===== src/rtl/hazard_detection_unit.sv =====
// hazard_detection_unit
//
// Purpose: ID-stage hazard detection for the 16-bit pipeline. It decides when
// the pipeline stalls, inserts an ID/EX bubble or squashes IF/ID because EX
// forwarding cannot resolve a dependence in time. A three-state FSM covers
// two-cycle load-to-BR stalls and halt draining. A saturating counter records
// the number of bubble cycles.
//
// Ports:
//   clk, rst                   clock; synchronous active-high reset
//   IFID_Rs/Rt, UsesRs/UsesRt  sources of the ID instruction, and whether each is read
//   IFID_IsStore/IsBR/IsB/IsHalt  ID instruction class
//   BranchTaken                ID branch resolution
//   IDEX_MemRead/RegWrite/SetsFlags/Rd  producer currently in EX
//   EXMem_MemRead/Rd           load currently in MEM
//   PC_Write, IFID_Write       pipeline front-end write enables
//   IDEX_Bubble                force NOP into ID/EX at the next edge
//   IFID_Flush                 load NOP into IF/ID at the next edge
//   Halted                     registered halt flag
//   StallCount                 registered saturating count of bubble cycles

module hazard_detection_unit (
    input  logic        clk,
    input  logic        rst,
    input  logic [3:0]  IFID_Rs,
    input  logic [3:0]  IFID_Rt,
    input  logic        IFID_UsesRs,
    input  logic        IFID_UsesRt,
    input  logic        IFID_IsStore,
    input  logic        IFID_IsBR,
    input  logic        IFID_IsB,
    input  logic        IFID_IsHalt,
    input  logic        BranchTaken,
    input  logic        IDEX_MemRead,
    input  logic        IDEX_RegWrite,
    input  logic        IDEX_SetsFlags,
    input  logic [3:0]  IDEX_Rd,
    input  logic        EXMem_MemRead,
    input  logic [3:0]  EXMem_Rd,
    output logic        PC_Write,
    output logic        IFID_Write,
    output logic        IDEX_Bubble,
    output logic        IFID_Flush,
    output logic        Halted,
    output logic [15:0] StallCount
);

    typedef enum logic [1:0] {
        StRun       = 2'd0,
        StStallLast = 2'd1,
        StHalt      = 2'd2
    } state_e;

    state_e      state_q, state_d;
    logic        halted_q, halted_d;
    logic [15:0] stall_cnt_q, stall_cnt_d;

    // R0 is hardwired to zero, so a producer targeting it never blocks anyone.
    logic idex_rd_nz, exmem_rd_nz;
    logic haz_lu, haz_ba, haz_bl2, haz_bl1, haz_bf;
    logic haz_any;

    always_comb begin
        idex_rd_nz  = (IDEX_Rd != 4'd0);
        exmem_rd_nz = (EXMem_Rd != 4'd0);

        // Store data (Rt of SW) is excluded: MEM-to-MEM forwarding supplies it.
        haz_lu  = idex_rd_nz & IDEX_MemRead &
                  ((IFID_UsesRs & (IDEX_Rd == IFID_Rs)) |
                   (IFID_UsesRt & (IDEX_Rd == IFID_Rt) & ~IFID_IsStore));
        haz_ba  = idex_rd_nz & IFID_IsBR & IDEX_RegWrite & ~IDEX_MemRead &
                  (IDEX_Rd == IFID_Rs);
        haz_bl2 = idex_rd_nz & IFID_IsBR & IDEX_MemRead & (IDEX_Rd == IFID_Rs);
        haz_bl1 = exmem_rd_nz & IFID_IsBR & EXMem_MemRead & (EXMem_Rd == IFID_Rs);
        haz_bf  = IFID_IsB & IDEX_SetsFlags;
        haz_any = haz_lu | haz_ba | haz_bl2 | haz_bl1 | haz_bf;
    end

    // Next state and outputs.
    always_comb begin
        state_d     = state_q;
        PC_Write    = 1'b1;
        IFID_Write  = 1'b1;
        IDEX_Bubble = 1'b0;
        IFID_Flush  = 1'b0;

        if (rst) begin
            // Reset overrides everything, including a pending STALL_LAST or HALT.
            state_d = StRun;
        end else begin
            unique case (state_q)
                StRun: begin
                    if (haz_any) begin
                        PC_Write    = 1'b0;
                        IFID_Write  = 1'b0;
                        IDEX_Bubble = 1'b1;
                        // Load to BR needs a second bubble before the value reaches ID.
                        if (haz_bl2) begin
                            state_d = StStallLast;
                        end
                    end else if (IFID_IsHalt) begin
                        PC_Write   = 1'b0;
                        IFID_Flush = 1'b1;
                        state_d    = StHalt;
                    end else begin
                        IFID_Flush = BranchTaken & (IFID_IsBR | IFID_IsB);
                    end
                end
                StStallLast: begin
                    PC_Write    = 1'b0;
                    IFID_Write  = 1'b0;
                    IDEX_Bubble = 1'b1;
                    state_d     = StRun;
                end
                StHalt: begin
                    PC_Write   = 1'b0;
                    IFID_Flush = 1'b1;
                end
                default: begin
                    state_d = StRun;
                end
            endcase
        end
    end

    always_comb begin
        halted_d    = (state_d == StHalt);
        stall_cnt_d = stall_cnt_q;
        if (IDEX_Bubble && (stall_cnt_q != 16'hFFFF)) begin
            stall_cnt_d = stall_cnt_q + 16'd1;
        end
    end

    always_ff @(posedge clk) begin
        if (rst) begin
            state_q     <= StRun;
            halted_q    <= 1'b0;
            stall_cnt_q <= 16'd0;
        end else begin
            state_q     <= state_d;
            halted_q    <= halted_d;
            stall_cnt_q <= stall_cnt_d;
        end
    end

    assign Halted     = halted_q;
    assign StallCount = stall_cnt_q;

endmodule

===== config.mk =====
export PLATFORM = sky130hd
export DESIGN_NAME = hazard_detection_unit
export DESIGN_NICKNAME = d
export VERILOG_FILES = /design/src/rtl/hazard_detection_unit.sv
export SDC_FILE = /design/constraint.sdc
export NUM_CORES = 1
export LEC_CHECK = 0
export ABC_AREA = 1
export ABC_CLOCK_PERIOD_IN_PS = 2100
export CORE_ASPECT_RATIO = 0.9
export CORE_MARGIN = 3
export CORE_UTILIZATION = 45
export CTS_BUF_LIST = sky130_fd_sc_hd__clkbuf_16
export DETAILED_ROUTE_END_ITERATION = 6
export HOLD_SLACK_MARGIN = 0.08
export PLACE_DENSITY = 0.78
export SLEW_MARGIN = 20
export SYNTH_ARGS = -nofsm -noshare
export SYNTH_HDL_FRONTEND = slang
export SYNTH_SLANG_ARGS = --single-unit

===== constraint.sdc =====
create_clock -name clk -period 2.1 [get_ports clk]
set_input_delay 0.315 -clock clk [delete_from_list [all_inputs] [get_ports clk]]
set_output_delay 0.315 -clock clk [all_outputs]
set_load 0.02 [all_outputs]

==> summary.txt <==
Setup path
  • Family with the most delay on the worst path: buffers and inverters
  • Worst EP required: approximately 1.8 ns
  • Critical Path AT: ~1.7 ns
  • Slowest CP cell: clkdlybuf4s50_1
  • CP Launch Type: input pin
  • Crit path cell chain: clkdlybuf4s50_1 -> nand2_1 -> nand2_1 -> nor2_1 -> nand3_1 -> nand2_1 -> inv_2 -> nand2_4 -> nor2_2 -> nand2_1 -> a21oi_2 -> buf_4
  • Buf/Inv on CP: 3
  • CP most frequent cell: nand2_1
  • Worst Setup Path Type: input pin to output pin
  • Worst path max stage delay: roughly 0.47 ns
  • Crit path capture type: output pin
  • CP Max Fanout: 4

Hold path
  • Worst hold path class: flop to flop

Synth
  • Synth Area per Inst: 6.09 um2
  • Syn. warnings: 0
  • Top_reg_cell synth: dfxtp_1
  • Mapped Cells: roughly 260
  • Number of synthesized flops with an enable pin: 0
  • FF+latch count, synth: 19
  • Post-synth ARST share: 0%
  • Largest cells by area after synthesis: dfxtp_1, nand2_1, inv_1, nand4_1, a21oi_1
  • Syn Nets: 290
  • Sequential area share after synthesis: roughly a quarter
  • Top cell type's share of synthesized area: 24.3%
  • Yosys cell types: 27
  • Mapped cell area: approximately 1600 um2
  • Largest area contributor in the netlist: dfxtp_1

Timing
  • Setup_tns: 0 ns
  • Setup-failing EPs final: 0
  • Period Utilization, post-route: 95.3%
  • Final worst path period need: 2.00 ns
  • WHS: 0.501 ns
  • Pins over their slew limit: 0
  • Slew @ Worst Pin: approximately 0.37 ns
  • Max Clk Rate: between 400 and 500 MHz
  • Relative slew slack: about three quarters
  • Worst Skew: 0.00414 ns
  • Endpoints failing hold: 0

Clocking
  • Clock transition at the registers of the reported paths: 0.06 ns
  • H-Tree Depth: 1
  • Root buf cell: clkbuf_16
  • Worst-case clock buffer depth: 2
  • CTS tree: built
  • TritonCTS Buffers: 3
  • Worst-Skew Late Latency: roughly 0.25 ns
  • Clock Sinks: 19

GRT
  • Largest net degree at the start of global routing: 19
  • Total gr overflow: 0
  • First-pass GRT wire length: about 7.3 mm
  • Antenna violations before repair: 0
  • GRT Total Usage: 22.5%
  • Vias in the first global route: roughly 1600

Floorplanning
  • Die height: slightly above 60 um
  • Initial core utilization: ~50%
  • Row count: 19
  • Die area: 4220 um2
  • Die Wd: between 60 and 70 um
  • Core ar.: between 3000 and 4000 um2
  • Io pins: 50

Detailed routing
  • Number of remaining DRC errors: 0
  • Detail Route Antenna Nets: 0
  • DR vias/cell: 5.02
  • 1st-iter DRT viols: 130
  • DR WL/cell: 12.1 um
  • Final wirelength: 4.39 mm
  • Vias: ~1800
  • DR pass1 iterations: 4

Place
  • Routability cong.: roughly 0.91
  • DP HPWL: roughly 3.2 mm
  • Placed inst area: ~2100 um2
  • IO buf count: about 50

Layout
  • Synth-to-Final Area Change: 46.7%
  • Final core occ: approximately 72%
  • Final Cell Area: approximately 2300 um2
  • Fin nets: 355
  • Antenna Cells: 0
  • # fillers: around 280
  • Layout cells sized above 1: a little over an eighth

Run
  • Max cap viols: 0

Power
  • Pwr per Cell Area: 452 nW/um2
  • P_leak: approximately 1.2 nW
  • VDD IR max: around 0.36 mV
  • Total power: approximately 1.0 mW

Run status
  • Status: finished clean
## cells in the mapped netlist, types with 2 or more instances
cell type   n
nand3_1    14
xnor2_1     4
nand2_1    84
a21oi_1    18
xor2_1      9
buf_2       2
nor3_1      7
clkbuf_1    2
nand4_1    17
inv_2       3
nor3_4      2
ha_1        4
dfxtp_1    19
o21ai_0     5
inv_1      40
nor2_1     16
## power breakdown
part	internal [mW]	leakage, nW	switching [mW]	total [mW]
logic	0.122	0.967	0.146	0.268
registers	0.369	0.154	0.00687	0.376
clock network	0.253	0.0423	0.139	0.393
## registers in the layout (all words and copies together), names as in the netlist
register    flops
Halted          1
StallCount     16
state_q         2
## tightest hold or removal path, stage by stage, from the launching register on
cell,delay [ns]
dfxtp_1,0.33
nand2_1,0.07
a21oi_1,0.05
## metrics by stage
step,std cells,worst slack (ns)
after floorplan,257,0.180
after global placement,352,-0.448
after detailed placement,352,-0.501
after CTS,363,0.00434
after global routing,363,-0.000601
final,363,0.0979
## cells in the final DEF, fill, tap and decap left out, types with 2 or more instances in the layout
cell type	Yosys	layout
xnor2_1	4	4
dlymetal6s2s_1	0	9
nand2_2	1	2
a21oi_1	18	17
nor3_1	7	7
buf_4	1	19
nor2_1	16	13
dlygate4sd2_1	0	9
inv_2	3	5
xor2_1	9	9
clkbuf_16	0	3
o21ai_0	5	4
dfxtp_1	19	19
nor2_2	0	3
buf_2	2	2
inv_1	40	39
nand3_1	14	14
nor3_4	2	2
nand4_1	17	17
clkdlybuf4s50_1	0	27
ha_1	4	4
nand2_1	84	82
## final timing paths
path | cells after the start | to | startpoint | slack, ns
setup / recovery | 12 | IFID_Flush | EXMem_Rd[0] | 0.1
hold / removal | 2 | StallCount[15]$_SDFFE_PP0P_ | StallCount[15]$_SDFFE_PP0P_ | 0.50
setup reg to reg | 8 | StallCount[0]$_SDFFE_PP0P_ | state_q[1]$_SDFF_PP0_ | 0.36
hold reg to reg | 2 | StallCount[15]$_SDFFE_PP0P_ | StallCount[15]$_SDFFE_PP0P_ | 0.50
## kinds of logic after synthesis
family / count (synthesis) / share of synthesized area, %
adder cells (fa/ha/maj): 4 / 3.20
XOR/XNOR: 13 / 7.27
AO/OA/AOI/OAI: 24 / 7.83
flip-flops: 19 / 24.3
buffers and inverters: 50 / 12.9
AND/OR/NAND/NOR: 147 / 44.5
## area by class of cell
cell class | instances | area [um2] | share of cell area [%]
clock buffers | 3 | 75.1 | 3.27
clock inverters | 1 | 3.75 | 0.163
inverters | 44 | 165 | 7.19
multi-input cells | 188 | 1000 | 43.8
flip-flops and latches | 19 | 380 | 16.6
well taps | 42 | 52.6 | 2.29
repair buffers | 66 | 614 | 26.8
## per-layer routing
metal  track usage, %  part of all wire, %  vias to the layer above  wire (um)
met1             30.4                   47                      807       2050
met4             3.40                 0.57                        0         25
met5                0                    0                        -          0
met2             38.5                   47                       56       2060
li1                 -                    -                      955          -
met3             3.96                  5.7                        5        251
## what timing repair did
item / CTS / global route
hold buffers: 0 / 0
setup endpoints to repair: 4 / 9
resized for setup: 33 / 14
pin swaps: 5 / 10
buffers inserted: 7 / 0
Power figures use the tool's default switching activity.
